File: src/rtl/traffic_phase_ctrl.sv
// Two-direction traffic-light phase sequencer: one-second prescaler, fixed
// phase cycle with per-phase countdown, registered lamp decode, night flash.
//
// state     | meaning
// ----------+--------------------------------------------
// NS_GREEN  | north green, west red
// NS_YELLOW | north yellow, west red
// CLR_A     | all-red clearance before west green
// WE_GREEN  | west green, north red
// WE_YELLOW | west yellow, north red
// CLR_B     | all-red clearance before north green (reset state)
// FLASH     | night mode, both yellows blink, reds/greens off
module traffic_phase_ctrl #(
  parameter int TICK_CYCLES = 50_000_000,
  parameter int GREEN_S     = 30,
  parameter int YELLOW_S    = 3,
  parameter int ALL_RED_S   = 2,
  parameter int CNT_W       = 8
) (
  input  logic             clk,
  input  logic             rst_n,
  input  logic             en,
  input  logic             night_mode,
  output logic             north_red_time_pos,
  output logic             north_green_time_pos,
  output logic             north_yellow_time_pos,
  output logic             west_red_time_pos,
  output logic             west_green_time_pos,
  output logic             west_yellow_time_pos,
  output logic [CNT_W-1:0] remain_sec
);

  localparam int PW = (TICK_CYCLES > 1) ? $clog2(TICK_CYCLES) : 1;
  localparam logic [PW-1:0]    PRE_LAST = PW'(TICK_CYCLES - 1);
  localparam logic [CNT_W-1:0] DUR_G    = CNT_W'(GREEN_S);
  localparam logic [CNT_W-1:0] DUR_Y    = CNT_W'(YELLOW_S);
  localparam logic [CNT_W-1:0] DUR_R    = CNT_W'(ALL_RED_S);

  typedef enum logic [2:0] {
    NS_GREEN, NS_YELLOW, CLR_A, WE_GREEN, WE_YELLOW, CLR_B, FLASH
  } state_t;

  state_t           state, state_nxt, succ;
  logic [PW-1:0]    pre_cnt;
  logic             tick, pre_clr;
  logic             blink, blink_nxt;
  logic [CNT_W-1:0] remain_nxt, succ_dur;
  logic [5:0]       lamps_nxt;

  assign tick = en && (pre_cnt == PRE_LAST);

  always_comb begin
    succ     = CLR_B;
    succ_dur = DUR_R;
    unique case (state)
      NS_GREEN:  begin succ = NS_YELLOW; succ_dur = DUR_Y; end
      NS_YELLOW: begin succ = CLR_A;     succ_dur = DUR_R; end
      CLR_A:     begin succ = WE_GREEN;  succ_dur = DUR_G; end
      WE_GREEN:  begin succ = WE_YELLOW; succ_dur = DUR_Y; end
      WE_YELLOW: begin succ = CLR_B;     succ_dur = DUR_R; end
      CLR_B:     begin succ = NS_GREEN;  succ_dur = DUR_G; end
      default:   begin succ = CLR_B;     succ_dur = DUR_R; end
    endcase
  end

  // night_mode is checked before tick so it wins any same-cycle transition
  always_comb begin
    state_nxt  = state;
    remain_nxt = remain_sec;
    blink_nxt  = blink;
    pre_clr    = 1'b0;
    if (state == FLASH) begin
      if (!night_mode) begin
        state_nxt  = CLR_B;
        remain_nxt = DUR_R;
        blink_nxt  = 1'b0;
        pre_clr    = 1'b1;
      end else if (tick) begin
        blink_nxt = ~blink;
      end
    end else if (night_mode) begin
      state_nxt  = FLASH;
      remain_nxt = '0;
      blink_nxt  = 1'b1;
      pre_clr    = 1'b1;
    end else if (tick) begin
      if (remain_sec == CNT_W'(1)) begin
        state_nxt  = succ;
        remain_nxt = succ_dur;
      end else begin
        remain_nxt = remain_sec - CNT_W'(1);
      end
    end
  end

  // lamp order: north red/green/yellow, west red/green/yellow
  always_comb begin
    lamps_nxt = 6'b100_100;
    unique case (state_nxt)
      NS_GREEN:  lamps_nxt = 6'b010_100;
      NS_YELLOW: lamps_nxt = 6'b001_100;
      WE_GREEN:  lamps_nxt = 6'b100_010;
      WE_YELLOW: lamps_nxt = 6'b100_001;
      FLASH:     lamps_nxt = {2'b00, blink_nxt, 2'b00, blink_nxt};
      default:   lamps_nxt = 6'b100_100;
    endcase
  end

  always_ff @(posedge clk or negedge rst_n) begin
    if (!rst_n) begin
      state      <= CLR_B;
      remain_sec <= DUR_R;
      pre_cnt    <= '0;
      blink      <= 1'b0;
      {north_red_time_pos, north_green_time_pos, north_yellow_time_pos,
       west_red_time_pos, west_green_time_pos, west_yellow_time_pos} <= 6'b100_100;
    end else begin
      state      <= state_nxt;
      remain_sec <= remain_nxt;
      blink      <= blink_nxt;
      if (pre_clr)
        pre_cnt <= '0;
      else if (en)
        pre_cnt <= (pre_cnt == PRE_LAST) ? '0 : pre_cnt + PW'(1);
      {north_red_time_pos, north_green_time_pos, north_yellow_time_pos,
       west_red_time_pos, west_green_time_pos, west_yellow_time_pos} <= lamps_nxt;
    end
  end

endmodule
File: config.mk
export PLATFORM = sky130hd
export DESIGN_NAME = traffic_phase_ctrl
export DESIGN_NICKNAME = d
export VERILOG_FILES = /design/src/rtl/traffic_phase_ctrl.sv
export SDC_FILE = /design/constraint.sdc
export NUM_CORES = 1
export LEC_CHECK = 0
export BUFFER_PORTS_ARGS = -buffer_cell sky130_fd_sc_hd__buf_2
export CAP_MARGIN = 20
export CORE_MARGIN = 2
export CORE_UTILIZATION = 30
export DETAILED_ROUTE_END_ITERATION = 16
export GPL_TIMING_DRIVEN = 0
export SLEW_MARGIN = 15
export SYNTH_ARGS = -nofsm -noshare
export SYNTH_HDL_FRONTEND = slang
export SYNTH_SLANG_ARGS = --single-unit
File: constraint.sdc
create_clock -name clk -period 2.09 [get_ports clk]
set_clock_uncertainty 0.1 [all_clocks]
set_input_delay 0.627 -clock clk [delete_from_list [all_inputs] [get_ports clk]]
set_output_delay 0.627 -clock clk [all_outputs]
set_load 0.05 [all_outputs]
==> metrics.csv, run 1 <==
stage,metric,value,unit
power_and_ir_drop,Leakage,1.380,nW
cts,Root Driver,clkbuf_8,
timing,unrepaired setup endpoints after global routing,yes,
setup_path,CP top delay family,compound AO/OA/AOI/OAI gates,
floorplanning,CORE AREA,8299,sq um
cts,CTS buffer count,5,
cts,H-Tree Depth,2,
finish,Top Registers,"pre_cnt (26), remain_sec (8), state (3)",
floorplanning,total die area,9410,sq um
yosys,syn nets,295,
yosys,Mapped Area,2595,sq um
yosys,"flops & latches, synth",44,
timing,final-report setup violation count,0,
placed_design,hpwl dp,4354,microns
finish,max FFs per register,26,
floorplanning,# IOs,18,
route,WL final,6782,microns
grt,Congestion Overflow GR,0,
yosys,ys async rst share,100.0,%
power_and_ir_drop,VDD IR max,0.2548,mV
cts,Worst-Skew Late Latency,300,ps
placed_design,placed cell count,410,
cts,CTS tree,done,
finish,Biggest register,pre_cnt,
yosys,yosys warns,0,
yosys,unique cell type count in the Yosys netlist,54,
setup_path,slowest CP cell,a221oi_1,
grt,vias in the first global route,2245,
setup_path,crit path max fanout,4,
timing,setup tns final,0,ps
min_path,Tightest Hold Check Type,input pin to async pin,
yosys,number of synthesized flops with an enable pin,0,
finish,share of layout cells above drive strength 1,29.91,%
finish,final non-filler cell total,436,
yosys,cell accounting for the most synthesized area,dfrtp_1,
cts,"Clk pin slew, worst setup/hold paths",90,ps
yosys,largest cells by area after synthesis,"dfrtp_1, dfstp_2, nor2_1",
yosys,Synth Instances,288,
setup_path,startpoint types,register,
setup_path,max incr delay on CP,570,ps
finish,P&R area growth vs syn,29.75,%
timing,Slew Limit Fails,0,
yosys,sequential-to-total area share from yosys stat,42.67,%
finish,area of the multi-input gates,1642,sq um
floorplanning,Initial Utilization,31.27,%
setup_path,WP buf/inv,0,
grt,Global Route Usage Sum,14.46,%
setup_path,Worst Path Arrival,2170,ps
flow_run,max-cap violation count,0,
setup_path,CP Class,register to register,
yosys,Mean Syn Cell Area,9.010,sq um
cts,Bufs on Longest Clock Path,2,
route,detail-routed via count per cell,5.472,
route,DRT iter0 DRCs,162,
timing,Tmin final,2086,ps
power_and_ir_drop,power per cell area,693.7,nW/um^2
timing,Worst slew margin,61.22,%
timing,final hold violation count,0,
grt,largest net degree at the start of global routing,45,
placed_design,I/O Buffers,17,
timing,fin crit share,99.82,%
finish,# diodes,0,
finish,Final Util,40.57,%
timing,worst-margin pin slew,581.7,ps
yosys,main flop type after synthesis,dfrtp_1,
route,Residual DRC,0,
timing,final hold slack,193.3,ps
yosys,post-synth top area share,37.61,%
route,First-pass DRT Iterations,4,
finish,post-layout net count,337,
setup_path,Worst EP required,2180,ps
floorplanning,cell row count,33,
grt,first-pass GRT wire length,11310,microns
floorplanning,Die Ht,97.01,microns
cts,# clock sinks,44,
finish,Seq. cell area,1117,sq um
grt,antenna violations before repair,0,
finish,Filler cells,806,
setup_path,Setup crit end kind,register,
setup_path,"Cell Chain, Critical Path",nor4_4 -> nand3_2 -> a221oi_1 -> a31oi_1 -> o22a_1,
route,via count,2386,
floorplanning,Die X,97.01,microns
outcome,status,completed,
timing,Fmax achieved,479.4,MHz
route,WL/cell,15.56,microns
placed_design,gpl congestion,0.9092,
route,ANT nets after route,0,
-- where the power goes --
part / total [mW] / switching (mW) / internal (mW)
combinational: 0.580 / 0.373 / 0.206
sequential: 0.980 / 0.0674 / 0.912
clock: 0.776 / 0.298 / 0.478
total: 2.34 / 0.739 / 1.60
-- layout make-up --
class | count | area share [%]
Tap cell | 105 | 3.902
Buffer | 8 | 1.747
Timing Repair Buffer | 36 | 7.804
Multi-Input combinational cell | 229 | 48.75
Inverter | 6 | 0.6689
Clock buffer | 6 | 2.155
Clock inverter | 2 | 1.784
Sequential cell | 44 | 33.18
-- cells in the final DEF (no fill, tap or decap), types with 6 or more instances in the layout --
cell type / count
o21ai_0: 17
nor2_1: 32
nand4_1: 8
nand2_1: 16
or3_1: 8
buf_6: 6
dfrtp_2: 8
a21oi_1: 14
and3_1: 8
buf_4: 14
dfrtp_1: 31
nand3_1: 13
nor3_1: 7
buf_2: 18
xor2_1: 9
-- through the flow --
stage | cell area, sq um | total power [mW] | setup WS, ps
floorplan | 2615 | 1.356 | 29.06
global placement | 2831 | 1.485 | -289.7
detailed placement | 2831 | 1.493 | -295.3
CTS | 3147 | 2.309 | -0.3928
global route | 3367 | 2.460 | -101.3
finish | 3367 | 2.336 | 3.844
-- logic make-up (layout without fill, tap and decap cells) --
logic type	after synthesis	after routing	synth area share [%]
adder cells (fa/ha/maj)	3	3	1.447
multiplexers	1	1	0.8678
XOR/XNOR	16	16	5.400
flip-flops	44	44	42.67
AND/OR/NAND/NOR	138	139	29.60
AO/OA/AOI/OAI	69	70	17.17
buffers and inverters	17	58	2.845
-- cell usage after synthesis, types with 2 or more instances --
library cell,instances
dfrtp_1,39
nor2_1,35
a21oi_1,19
o21ai_0,18
nand2_1,16
nand3_1,15
or3_1,11
and3_1,9
nor3_1,9
xor2_1,9
clkbuf_1,8
nand4_1,8
xnor2_1,7
inv_1,6
dfstp_2,5
a41oi_1,4
and4_1,4
nor2b_1,4
o22a_1,4
a31oi_1,3
and2_1,3
ha_1,3
nand2b_1,3
nor3b_1,3
nor4_1,3
a211oi_1,2
a311o_1,2
a32oi_1,2
buf_2,2
nand4_2,2
nor4_2,2
nor4bb_1,2
o21ai_1,2
o41ai_1,2
or2_2,2
or4_1,2
-- worst reg2reg max path, stage by stage (launching register included) --
cell and delay, ps:
dfrtp_2 440, nor4_4 380, nand3_2 170, a221oi_1 570, a31oi_1 90, o22a_1 220
-- path summary, 6_finish.rpt --
check,slack (ps),to,depth (start not counted),from
max,4,remain_sec[4],5,remain_sec[6]
min,190,pre_cnt[5],1,rst_n
max reg2reg,4,remain_sec[4],5,remain_sec[6]
min reg2reg,420,remain_sec[1],1,remain_sec[1]
max in group asynchronous,1110,west_red_time_pos,2,rst_n
min in group clk,420,remain_sec[1],1,remain_sec[1]
-- repair_timing --
item / in CTS / in global routing
hold buffers: 0 / 0
endpoints found under the setup margin: 33 / 41
gates cloned: 1 / 1
pin swaps: 7 / 15
gates resized for setup: 17 / 33
setup buffers: 12 / 6
-- layer usage --
metal | vias to the layer above | global-route usage [%] | part of all wire [%]
met5 | - | 0 | 0
met4 | 0 | 5.200 | 2.0
met3 | 11 | 3.179 | 4.1
met2 | 54 | 22.12 | 47
met1 | 1154 | 20.10 | 47
li1 | 1167 | - | -
(Power assumes the default switching activity.)
==> run 2: changes to the inputs <==
--- a/config.mk
+++ b/config.mk
@@ -8,9 +8,10 @@
 export BUFFER_PORTS_ARGS = -buffer_cell sky130_fd_sc_hd__buf_2
 export CAP_MARGIN = 20
 export CORE_MARGIN = 2
-export CORE_UTILIZATION = 30
+export CORE_UTILIZATION = 54
 export DETAILED_ROUTE_END_ITERATION = 16
 export GPL_TIMING_DRIVEN = 0
+export PLACE_DENSITY = 0.75
 export SLEW_MARGIN = 15
 export SYNTH_ARGS = -nofsm -noshare
 export SYNTH_HDL_FRONTEND = slang
==> run 2 against run 1 <==
  * The run now ends with setup timing left
  * Via count fell by 0.54%
  * Clock-buffer cell count increased by 2
  * Largest power group unchanged
  * Critical path type unchanged
  * Sequential cell count did not move
  * Total power is 10% lower
  * Critical path depth unchanged
  * First-iteration DRC count grew 7.4%
  * Non-clock buffer count increased by 5
  * Routed wire length decreased by 8.5%
  * Final cell count fell by 11%
  * Cell area fell by 5.1%
  * Highest routed layer unchanged
  * Sequential share of layout area increased by 1.8 points
==> metrics.csv, run 2 (synthesis gave the netlist of run 1 again) <==
stage,metric,value,unit
outcome,status,finished with violations,
outcome,failing checks,setup timing,
power_and_ir_drop,cell internal pwr,1.374,mW
floorplanning,# IOs,18,
route,ANT nets after route,0,
placed_design,placed instance area,2768,sq um
setup_path,CP Class,register to register,
grt,largest net degree at the start of global routing,45,
setup_path,worst-case reg-to-reg path depth,5,
grt,Global Route Usage Sum,24.20,%
power_and_ir_drop,VDD IR max,0.3662,mV
finish,share of layout cells above drive strength 1,28.74,%
grt,antenna violations before repair,0,
floorplanning,CORE AREA,4692,sq um
setup_path,r2r startpoint,pre_cnt[4],
placed_design,placed cell count,359,
timing,worst-margin pin slew,568.0,ps
finish,"leading cell types in the layout, fill and taps excluded","nor2_1, dfrtp_1, buf_4",
floorplanning,Die Ht,73.32,microns
power_and_ir_drop,sequential cell fraction of total power,46.8,%
grt,first-pass GRT wire length,10170,microns
grt,vias in the first global route,2147,
timing,Fmax achieved,474.8,MHz
power_and_ir_drop,Leakage,1.319,nW
route,Residual DRC,0,
floorplanning,Die X,73.32,microns
setup_path,Setup crit end kind,register,
setup_path,crit path max fanout,8,
timing,setup slack after layout,-16.21,ps
setup_path,max incr delay on CP,480,ps
finish,P&R area growth vs syn,23.14,%
floorplanning,cell row count,25,
finish,# diodes,0,
timing,fin crit share,100.8,%
setup_path,slowest CP cell,nor4_4,
setup_path,Reg-to-Reg End,pre_cnt[23],
placed_design,pre-CTS setup slack,-270.9,ps
min_path,Tightest Hold Check Type,input pin to async pin,
finish,post-layout net count,340,
power_and_ir_drop,power per cell area,657.9,nW/um^2
route,via count,2373,
finish,max FFs per register,26,
cts,CTS buffer count,5,
finish,Filler cells,381,
floorplanning,total die area,5376,sq um
cts,Worst-Skew Late Latency,300,ps
finish,Top Registers,"pre_cnt (26), remain_sec (8), state (3)",
finish,final non-filler cell total,388,
placed_design,gpl congestion,0.9137,
placed_design,I/O Buffers,17,
power_and_ir_drop,Pwr Total,2.102,mW
setup_path,Worst Path Arrival,2220,ps
cts,H-Tree Depth,2,
route,DRT iter0 DRCs,174,
power_and_ir_drop,sw frac,34.66,%
timing,final-report setup violation count,2,
cts,Bufs on Longest Clock Path,2,
timing,Tmin final,2106,ps
timing,Worst slew margin,61.65,%
finish,Biggest register,pre_cnt,
timing,unrepaired setup endpoints after global routing,yes,
power_and_ir_drop,Clock power frac,24.9,%
timing,final hold violation count,0,
route,WL final,6207,microns
cts,CTS tree,done,
route,First-pass DRT Iterations,4,
route,detail-routed via count per cell,6.116,
finish,"commonest non-fill, non-tap cell in the layout",nor2_1,
finish,area of the multi-input gates,1574,sq um
placed_design,hpwl dp,4015,microns
route,WL/cell,16.00,microns
power_and_ir_drop,Switching Power,728.6,uW
setup_path,Crit. Startpoint,pre_cnt[4],
grt,Congestion Overflow GR,0,
finish,design area,3196,sq um
timing,Slew Limit Fails,0,
cts,Root Driver,clkbuf_8,
setup_path,"Cell Chain, Critical Path",nand4_1 -> nor4_4 -> nand3_4 -> or3_1 -> a21oi_1,
floorplanning,Initial Utilization,55.31,%
cts,"Clk pin slew, worst setup/hold paths",80,ps
setup_path,flop2flop setup slack,-20,ps
cts,# clock sinks,44,
flow_run,max-cap violation count,0,
finish,Seq. cell area,1117,sq um
power_and_ir_drop,Combinational Power Share,28.3,%
setup_path,startpoint types,register,
setup_path,Worst EP required,2200,ps
run 2: how the worst max path moves through the flow:
stage | endpoint | slack, ps | cells after the start
final | pre_cnt[23] | -20 | 5
after floorplan | remain_sec[0] | 30 | 6
after global placement | pre_cnt[22] | -250 | 7
after global routing | pre_cnt[23] | -100 | 5
after CTS | pre_cnt[16] | -10 | 8
after detailed placement | pre_cnt[22] | -270 | 7
run 2: area by class of cell:
cell class | instances | share of cell area [%]
Multi-Input combinational cell | 227 | 49.26
Inverter | 6 | 0.7048
Clock buffer | 8 | 2.506
Timing Repair Buffer | 40 | 8.810
Sequential cell | 44 | 34.96
Tap cell | 54 | 2.114
Buffer | 9 | 1.644
run 2: metrics by stage:
| step | hold slack [ps] | setup TNS (ps) | utilization, % |
|---|---|---|---|
| after floorplan | 231.4 | 0 | - |
| after global placement | 399.2 | -3438 | 58.99 |
| after detailed placement | 408.5 | -3650 | 58.99 |
| after CTS | 419.1 | -12.28 | 62.93 |
| after global routing | 229.7 | -770.3 | 68.11 |
| final | 192.0 | -21.45 | 68.11 |
run 2: repair_timing:
item                       CTS  global route
hold buffers                 0             0
pin swaps                    2            15
buffers inserted             7            15
setup endpoints to repair   29            32
gates resized for setup     12            25
run 2: power groups by stage:
stage | logic (mW) | registers [mW] | clock network [mW]
final | 0.596 | 0.983 | 0.523
after global routing | 0.647 | 0.992 | 0.567
after CTS | 0.506 | 0.981 | 0.531
after detailed placement | 0.488 | 0.997 | 0
after global placement | 0.481 | 0.993 | 0
after floorplan | 0.257 | 1.10 | 0
run 2: worst max-delay path: cells and delay by family (launching register included):
kind	cells	cell delay, ps
simple gates	4	1300
flops	1	470
compound gates	1	160
run 2: layer usage:
metal	share of wire, %	GRT usage (%)
met5	0	0
met3	2.5	4.252
met1	49	36.55
met4	1.7	8.081
met2	47	35.04
==> run 3: changes to the inputs <==
--- a/config.mk
+++ b/config.mk
@@ -5,13 +5,14 @@
 export SDC_FILE = /design/constraint.sdc
 export NUM_CORES = 1
 export LEC_CHECK = 0
-export BUFFER_PORTS_ARGS = -buffer_cell sky130_fd_sc_hd__buf_2
+export BUFFER_PORTS_ARGS = -buffer_cell sky130_fd_sc_hd__buf_4
 export CAP_MARGIN = 20
 export CORE_MARGIN = 2
 export CORE_UTILIZATION = 54
 export DETAILED_ROUTE_END_ITERATION = 16
 export GPL_TIMING_DRIVEN = 0
 export PLACE_DENSITY = 0.75
+export SKIP_LAST_GASP = 1
 export SLEW_MARGIN = 15
 export SYNTH_ARGS = -nofsm -noshare
 export SYNTH_HDL_FRONTEND = slang
==> run 3 against run 2 <==
  * Critical path depth is 2 higher
  * Register-to-register slack worse by 80 ps
  * Highest routed layer unchanged
  * Sequential share of layout area is 1.3 points lower
  * Routed wire length is 5.6% higher
  * Combinational power hardly changed
  * Clock power is 34% higher
  * Hold slack better by 26 ps
  * The flow still finishes with violations (setup timing)
  * Cell area is 3.8% higher
  * First-iteration DRC count is 36% higher
  * Sequential power is 0.6% higher
  * Non-clock buffer count is 3 lower
  * Critical path type unchanged
  * Die area stayed put
==> metrics.csv, run 3 (synthesis gave the netlist of run 1 again) <==
stage,metric,value,unit
floorplanning,Die Ht,73.32,microns
timing,setup slack after layout,-94.41,ps
finish,"commonest non-fill, non-tap cell in the layout",buf_4,
cts,CTS tree,done,
timing,Slew Limit Fails,0,
cts,H-Tree Depth,2,
route,detail-routed via count per cell,6.244,
cts,# clock sinks,44,
timing,Worst slew margin,62.69,%
outcome,failing checks,setup timing,
finish,Top Registers,"pre_cnt (26), remain_sec (8), state (3)",
setup_path,Worst EP required,2180,ps
grt,first-pass GRT wire length,10450,microns
setup_path,Worst Path Arrival,2270,ps
setup_path,max incr delay on CP,550,ps
floorplanning,CORE AREA,4692,sq um
route,Residual DRC,0,
route,WL final,6556,microns
finish,P&R area growth vs syn,27.77,%
min_path,Tightest Hold Check Type,input pin to async pin,
outcome,status,finished with violations,
cts,Worst-Skew Late Latency,300,ps
setup_path,crit path max fanout,5,
timing,final-report setup violation count,3,
power_and_ir_drop,VDD IR max,0.6563,mV
route,ANT nets after route,0,
cts,Bufs on Longest Clock Path,2,
placed_design,placed instance area,2810,sq um
timing,worst-margin pin slew,559.6,ps
timing,Tmin final,2184,ps
route,via count,2404,
setup_path,flop2flop setup slack,-90,ps
setup_path,CP Class,register to register,
setup_path,startpoint types,register,
floorplanning,Die X,73.32,microns
grt,antenna violations before repair,0,
floorplanning,Initial Utilization,55.31,%
timing,setup tns final,-129.0,ps
finish,final non-filler cell total,385,
setup_path,Setup crit end kind,register,
setup_path,"Cell Chain, Critical Path",and3b_1 -> buf_6 -> mux2i_4 -> buf_6 -> a32oi_1 -> nor2_1 -> a211oi_1,
floorplanning,total die area,5376,sq um
floorplanning,cell row count,25,
timing,fin crit share,104.5,%
grt,vias in the first global route,2144,
route,WL/cell,17.03,microns
setup_path,worst-case reg-to-reg path depth,7,
grt,Global Route Usage Sum,24.66,%
route,DRT iter0 DRCs,237,
cts,CTS buffer count,5,
timing,final hold violation count,0,
cts,"Clk pin slew, worst setup/hold paths",90,ps
finish,max FFs per register,26,
grt,largest net degree at the start of global routing,45,
placed_design,hpwl dp,4003,microns
placed_design,placed cell count,359,
finish,design area,3316,sq um
placed_design,gpl congestion,0.8802,
power_and_ir_drop,Leakage,1.355,nW
finish,post-layout net count,337,
setup_path,slowest CP cell,dfstp_2,
timing,unrepaired setup endpoints after global routing,yes,
flow_run,max-cap violation count,0,
finish,# diodes,0,
route,First-pass DRT Iterations,4,
grt,Congestion Overflow GR,0,
finish,Biggest register,pre_cnt,
cts,Root Driver,clkbuf_8,
floorplanning,# IOs,18,
cts,hold_buf cts,0,
setup_path,Worst path most repeated cell,buf_6,
finish,"leading cell types in the layout, fill and taps excluded","buf_4, nor2_1, dfrtp_1",
timing,Fmax achieved,457.8,MHz
finish,share of layout cells above drive strength 1,29.61,%
placed_design,I/O Buffers,17,
power_and_ir_drop,power per cell area,690.4,nW/um^2
-- run 3: what timing repair did --
action | CTS | global route
resized for setup | 15 | 34
hold endpoints to repair | 0 | 0
pin swaps | 5 | 10
endpoints found under the setup margin | 32 | 41
setup buffers | 7 | 13
-- run 3: critical path: cells and delay by family, from the launching register on --
family	cells	cell delay, ps
AOI/OAI and AO/OA	2	650
buffers and inverters	2	280
DFF	1	550
muxes	1	200
and+or+nand+nor	2	300
-- run 3: cell type report --
cell class,count,area [sq um]
Buffer,9,63.81
Timing Repair Buffer,37,289.0
Tap cell,54,67.56
Fill cell,335,1376
Multi-Input combinational cell,227,1634
Clock buffer,6,82.58
Inverter,6,22.52
Clock inverter,2,38.79
Sequential cell,44,1117
-- run 3: path summary, 6_finish.rpt --
kind	to	start
worst min-delay path	west_yellow_time_pos	rst_n
max in group asynchronous	remain_sec[0]	rst_n
min in group clk	remain_sec[1]	remain_sec[1]
worst max-delay path	pre_cnt[16]	state[0]
worst min register to register	remain_sec[1]	remain_sec[1]
worst max register to register	pre_cnt[16]	state[0]
-- run 3: report_power, final --
group	switching [mW]	internal, mW	total [mW]
combinational	0.370	0.228	0.598
clock	0.311	0.391	0.703
sequential	0.0755	0.913	0.989
total	0.756	1.53	2.29
-- run 3: through the flow --
step | total power, mW | setup slack [ps] | util, % | hold slack (ps)
2_1_floorplan | 1.356 | 29.06 | - | 231.4
3_3_place_gp | 1.499 | -240.6 | 59.89 | 402.5
3_5_place_dp | 1.509 | -259.6 | 59.89 | 412.2
4_1_cts | 2.224 | -3.668 | 65.04 | 237.6
5_1_grt | 2.383 | -196.8 | 70.67 | 258.9
6_report | 2.289 | -94.41 | 70.67 | 218.2
-- run 3: routing by layer --
layer  GRT usage (%)  routed length, microns  part of all wire (%)  vias up
met1           38.26                    3027                    46     1161
met4           5.051                      91                   1.4        0
li1                -                       -                     -     1158
met5               0                       0                     0        -
met2           36.24                    3106                    47       74
met3           4.252                     331                   5.0       11
